<file path="src/rtl/rot_pkg.sv">
// Shared widths, default depth and the queued command entry for the rotate command stage.
package rot_pkg;

  localparam int unsigned ROT_W         = 8;
  localparam int unsigned AMT_W         = 3;
  localparam int unsigned ROT_DEPTH_DEF = 2;

  typedef struct packed {
    logic [ROT_W-1:0] data;
    logic [AMT_W-1:0] amt;
  } rot_entry_t;

endpackage

</file>
<file path="src/rtl/rot_cmd_fifo.sv">
// In-order command FIFO; DEPTH must be a power of two so pointers wrap by overflow.
module rot_cmd_fifo
  import rot_pkg::*;
#(
  parameter int unsigned DEPTH = ROT_DEPTH_DEF
) (
  input  logic       clk,
  input  logic       rst,
  input  logic       push,
  input  rot_entry_t wr_entry,
  input  logic       pop,
  output rot_entry_t head,
  output logic       empty,
  output logic       full
);

  localparam int unsigned PTR_W = $clog2(DEPTH);
  localparam int unsigned CNT_W = $clog2(DEPTH + 1);

  rot_entry_t          mem [DEPTH];
  logic [PTR_W-1:0]    wr_ptr;
  logic [PTR_W-1:0]    rd_ptr;
  logic [CNT_W-1:0]    count;
  logic                do_push;
  logic                do_pop;

  assign empty   = (count == '0);
  assign full    = (count == CNT_W'(DEPTH));
  assign do_push = push && !full;
  assign do_pop  = pop && !empty;
  assign head    = empty ? '0 : mem[rd_ptr];

  always_ff @(posedge clk or posedge rst) begin
    if (rst) begin
      wr_ptr <= '0;
      rd_ptr <= '0;
      count  <= '0;
      for (int i = 0; i < int'(DEPTH); i++) begin
        mem[i] <= '0;
      end
    end else begin
      if (do_push) begin
        mem[wr_ptr] <= wr_entry;
        wr_ptr      <= wr_ptr + PTR_W'(1);
      end
      if (do_pop) begin
        rd_ptr <= rd_ptr + PTR_W'(1);
      end
      case ({do_push, do_pop})
        2'b10:   count <= count + CNT_W'(1);
        2'b01:   count <= count - CNT_W'(1);
        default: count <= count;
      endcase
    end
  end

endmodule

</file>
<file path="src/rtl/rot_cmd_stage.sv">
// Rotate command stage: queues {byte, right-rotate amount}, feeds an external shifter, registers its result.
// Define ROT_CMD_LEFT_EN to honour in_dir (left rotates normalised to right rotates).
module rot_cmd_stage
  import rot_pkg::*;
#(
  parameter int unsigned DEPTH = ROT_DEPTH_DEF
) (
  input  logic             clk,
  input  logic             rst,
  input  logic             in_valid,
  output logic             in_ready,
  input  logic [ROT_W-1:0] in_data,
  input  logic [AMT_W-1:0] in_amt,
  input  logic             in_dir,
  output logic [ROT_W-1:0] sh_x,
  output logic [AMT_W-1:0] sh_amt,
  input  logic [ROT_W-1:0] sh_y,
  output logic             out_valid,
  input  logic             out_ready,
  output logic [ROT_W-1:0] out_data
);

  rot_entry_t wr_entry;
  rot_entry_t head;
  logic       fifo_empty;
  logic       fifo_full;
  logic       push;
  logic       pop;

  // Left rotate by n equals right rotate by (8 - n) mod 8.
`ifdef ROT_CMD_LEFT_EN
  always_comb begin
    wr_entry.data = in_data;
    wr_entry.amt  = in_dir ? (AMT_W'(0) - in_amt) : in_amt;
  end
`else
  logic unused_dir;
  assign unused_dir = in_dir;
  always_comb begin
    wr_entry.data = in_data;
    wr_entry.amt  = in_amt;
  end
`endif

  assign in_ready = !fifo_full;
  assign push     = in_valid && !fifo_full;
  assign pop      = !fifo_empty && (!out_valid || out_ready);
  assign sh_x     = head.data;
  assign sh_amt   = head.amt;

  rot_cmd_fifo #(
    .DEPTH (DEPTH)
  ) u_fifo (
    .clk      (clk),
    .rst      (rst),
    .push     (push),
    .wr_entry (wr_entry),
    .pop      (pop),
    .head     (head),
    .empty    (fifo_empty),
    .full     (fifo_full)
  );

  // Output register: load on pop, drop valid once consumed; data holds.
  always_ff @(posedge clk or posedge rst) begin
    if (rst) begin
      out_valid <= 1'b0;
      out_data  <= '0;
    end else if (pop) begin
      out_valid <= 1'b1;
      out_data  <= sh_y;
    end else if (out_ready) begin
      out_valid <= 1'b0;
    end
  end

endmodule

</file>
<file path="config.mk">
export PLATFORM = sky130hd
export DESIGN_NAME = rot_cmd_stage
export DESIGN_NICKNAME = d
export VERILOG_FILES = /design/src/rtl/rot_pkg.sv /design/src/rtl/rot_cmd_fifo.sv /design/src/rtl/rot_cmd_stage.sv
export SDC_FILE = /design/constraint.sdc
export NUM_CORES = 1
export LEC_CHECK = 0
export ABC_AREA = 0
export CAP_MARGIN = 20
export CORE_UTILIZATION = 30
export DETAILED_ROUTE_END_ITERATION = 10
export GPL_ROUTABILITY_DRIVEN = 0
export PLACE_DENSITY = 0.53
export SLEW_MARGIN = 20
export SYNTH_ARGS = -nofsm -noshare
export SYNTH_HDL_FRONTEND = slang
export SYNTH_SLANG_ARGS = --single-unit
</file>
<file path="constraint.sdc">
create_clock -name clk -period 3.2 [get_ports clk]
set_input_delay 0.64 -clock clk [delete_from_list [all_inputs] [get_ports clk]]
set_output_delay 0.64 -clock clk [all_outputs]
set_load 0.01 [all_outputs]
</file>
==> summary.md <==
### Flow run
• reported max-cap violation count: 0

### Cells and area
• share of cells above drive strength 1: 27.4%
• ant diodes: 0
• Layout fillers: 462
• signed area change from the synthesized netlist to the final layout: 38.9%
• nets@finish: 181
• count of non-filler cells in the finished layout: 224
• Design Area, Final: 2140 µm²

### Critical path
• crit path max fanout: 8
• crit path launch type: flop
• Top Family by Delay on Critical Path: buffers and inverters
• Max stage delay on crit path: 0.48 ns
• number of stages on the worst setup path: 4
• category of the most critical setup path: flop to output port
• Crit. End Element: output port
• most repeated library cell on the critical path: sky130_fd_sc_hd__nor2_1
• CP cell instances: nor2_1, buf_4, nor2_1, clkdlybuf4s50_1
• WP buf/inv: 2
• required time at the worst-slack endpoint: 2.56 ns
• Crit-path slowest cell: sky130_fd_sc_hd__nor2_1
• FF-to-FF path depth: 5
• CP Data Arrival Time: 1.98 ns

### Floorplanning
• number of top-level pins: 45
• core outline area: 4820 µm²
• floorplan die width: 73.6 µm
• overall die height: 73.6 µm
• Die Footprint: 5420 µm²
• cell row count: 25
• Starting Density: 31.9%

### Placed design
• Cells after DPL: 216
• Post-DP HPWL: 2120 µm
• number of buffers inserted by port buffering: 43
• Placed Area: 2040 µm²

### Yosys
• number of warning messages in the yosys log: 0
• number of synthesized register bits: 35
• cell area after technology mapping: 1540 µm²
• Area contributors post-synth: sky130_fd_sc_hd__dfrtp_1 57%, sky130_fd_sc_hd__mux2_2 21%, sky130_fd_sc_hd__mux2i_1 7.2%
• most frequent cells after synthesis: 35 x sky130_fd_sc_hd__dfrtp_1, 29 x sky130_fd_sc_hd__mux2_2, 13 x sky130_fd_sc_hd__nor2_1, 11 x sky130_fd_sc_hd__mux2i_1
• distinct cell type count of the synthesized netlist: 18
• area share of the largest cell type after synthesis: 57.0%
• share of flip-flops with an asynchronous set or reset: 100%
• sequential area share after synthesis: 57.0%
• average instance area after synthesis: 14.2 µm²
• top flip-flop cell by instance count after synthesis: sky130_fd_sc_hd__dfrtp_1
• number of enable-type register cells in the synthesized netlist: 0
• post-synthesis cell count: 108
• Yosys top cell by area: sky130_fd_sc_hd__dfrtp_1
• Post-Synthesis Net Count: 133
• most frequent cell after synthesis: sky130_fd_sc_hd__dfrtp_1

### GRT
• global-route wire length before repair: 4700 µm
• global-route usage over all layers: 11.9%
• pin count of the biggest net entering global routing: 36
• total overflow reported by the global router: 0
• vias in the first global route: 999
• number of antenna violations at the first check in global routing: 0

### CTS
• CTS tree: built
• total number of clock tree sinks: 35
• CTS Root Buffer Type: sky130_fd_sc_hd__clkbuf_8
• number of CTS-inserted buffers: 5
• H-tree Lvls: 2
• maximum number of buffers from clock root to sink: 2
• number of hold buffers added after cts: 0
• number of instances resized during post-cts repair: 0
• clock insertion delay at the later pin of the skew report: 0.28 ns
• number of setup buffers added after CTS: 0
• clock-pin slew on the worst setup and hold paths: 0.06 ns

### Timing
• minimum clock period: 2.62 ns
• hold violation total from the final report: 0
• pins over their slew limit: 0
• portion of the clock cycle consumed by the worst path in the final layout: 81.8%
• unrepaired setup endpoints after global routing: no
• achievable clock frequency: 382 MHz
• worst slew pin tran: 0.706 ns
• final setup violating endpoints: 0
• worst clock skew: 0.00358 ns
• worst slew slack as a fraction of its limit: 52.9%
• setup TNS: 0 ns

### Route
• First DRT Iteration DRCs: 13
• Antenna Violating Nets Remaining: 0
• post-detailed-route via-to-cell ratio: 4.39
• total length of routed wires: 3060 µm
• wire length per cell after detailed routing: 13.7 µm
• DR pass1 iterations: 4
• vias after detailed routing: 984
• remaining routing DRC violations: 0

### Pwr
• Tot Pwr: 2.27 mW
• cell leakage power: 0.913 nW
• Power per Cell Area: 1070 nW/µm²
• peak supply drop: 0.000416 V

### Worst hold path
• worst hold stages: 1
• classification of the worst-slack hold path: flop to flop

### Outcome
• result of the run: complete, no violations

-- where the power goes --
| part | switching, mW | leakage (nW) | internal [mW] | total, mW |
|---|---|---|---|---|
| clock network | 0.144 | 0.0515 | 0.196 | 0.340 |
| registers | 0.166 | 0.408 | 0.672 | 0.838 |
| logic | 0.412 | 0.453 | 0.685 | 1.10 |
-- worst reg2reg max path, delay by kind of cell (launching register included) --
kind / cells / cell delay [ns]
compound gates: 1 / 0.16
fa+ha+maj: 1 / 0.36
xor+xnor: 1 / 0.16
flops: 1 / 0.42
simple gates: 2 / 0.62
-- per-stage QoR --
stage / setup slack, ns / util, % / hold WS (ns)
floorplan: 1.46 / - / 0.462
global placement: 0.839 / 42.3 / 0.477
detailed placement: 0.851 / 42.3 / 0.485
CTS: 0.538 / 44.3 / 0.499
global route: 0.461 / 44.3 / 0.526
finish: 0.583 / 44.3 / 0.503
-- final timing paths --
| path | start | end | slack [ns] |
|---|---|---|---|
| max in group asynchronous | rst | u_fifo.mem[6] | 2.12 |
| worst max register to register | u_fifo.count[1] | u_fifo.count[1] | 1.41 |
| min in group asynchronous | rst | out_data[4] | 0.76 |
| worst min-delay path | u_fifo.wr_ptr | u_fifo.wr_ptr | 0.50 |
| worst min register to register | u_fifo.wr_ptr | u_fifo.wr_ptr | 0.50 |
| worst max-delay path | u_fifo.count[1] | sh_x[6] | 0.58 |
-- cells by family (layout without fill, tap and decap cells) --
logic type	after synthesis	after routing	synth area share, %
buffers and inverters	7	56	2.77
adder cells (fa/ha/maj)	1	1	0.814
AND/OR/NAND/NOR	17	17	5.86
AO/OA/AOI/OAI	2	2	1.38
multiplexers	41	41	29.4
flip-flops	35	35	57.0
XOR/XNOR	5	5	2.85
-- metal layers --
layer	track usage, %	wire (µm)	part of all wire (%)	up-vias
met1	15.3	1340	44	480
met5	0	0	0	-
li1	-	-	-	463
met4	3.21	14	0.46	0
met3	3.98	215	7.0	2
met2	19.3	1490	49	39
-- final cells by class --
| class | count | area (µm²) | area share [%] |
|---|---|---|---|
| Sequential cell | 35 | 876 | 41.0 |
| Timing Repair Buffer | 45 | 445 | 20.9 |
| Clock buffer | 8 | 100 | 4.69 |
| Tap cell | 67 | 83.8 | 3.93 |
| Inverter | 3 | 11.3 | 0.527 |
| Multi-Input combinational cell | 66 | 619 | 29.0 |
-- layout by cell type, fill, tap and decap left out --
cell / n
sky130_fd_sc_hd__o21ai_0: 1
sky130_fd_sc_hd__mux2_4: 1
sky130_fd_sc_hd__ha_1: 1
sky130_fd_sc_hd__buf_4: 2
sky130_fd_sc_hd__mux2i_1: 11
sky130_fd_sc_hd__nand2b_4: 1
sky130_fd_sc_hd__nor2_1: 13
sky130_fd_sc_hd__xnor2_1: 3
sky130_fd_sc_hd__and3b_4: 1
sky130_fd_sc_hd__xor2_1: 2
sky130_fd_sc_hd__mux2_2: 29
sky130_fd_sc_hd__nand2_1: 1
sky130_fd_sc_hd__dfrtp_1: 35
sky130_fd_sc_hd__clkbuf_8: 7
sky130_fd_sc_hd__inv_1: 3
sky130_fd_sc_hd__and3_4: 1
sky130_fd_sc_hd__clkdlybuf4s50_1: 43
sky130_fd_sc_hd__clkbuf_1: 1
sky130_fd_sc_hd__a21oi_4: 1
-- registers in the layout (all words and copies together), names as in the netlist --
register and flops:
u_fifo.count 2, u_fifo.rd_ptr 1, u_fifo.mem 22, u_fifo.wr_ptr 1
out_data 8, out_valid 1
Power figures use the tool's default switching activity.
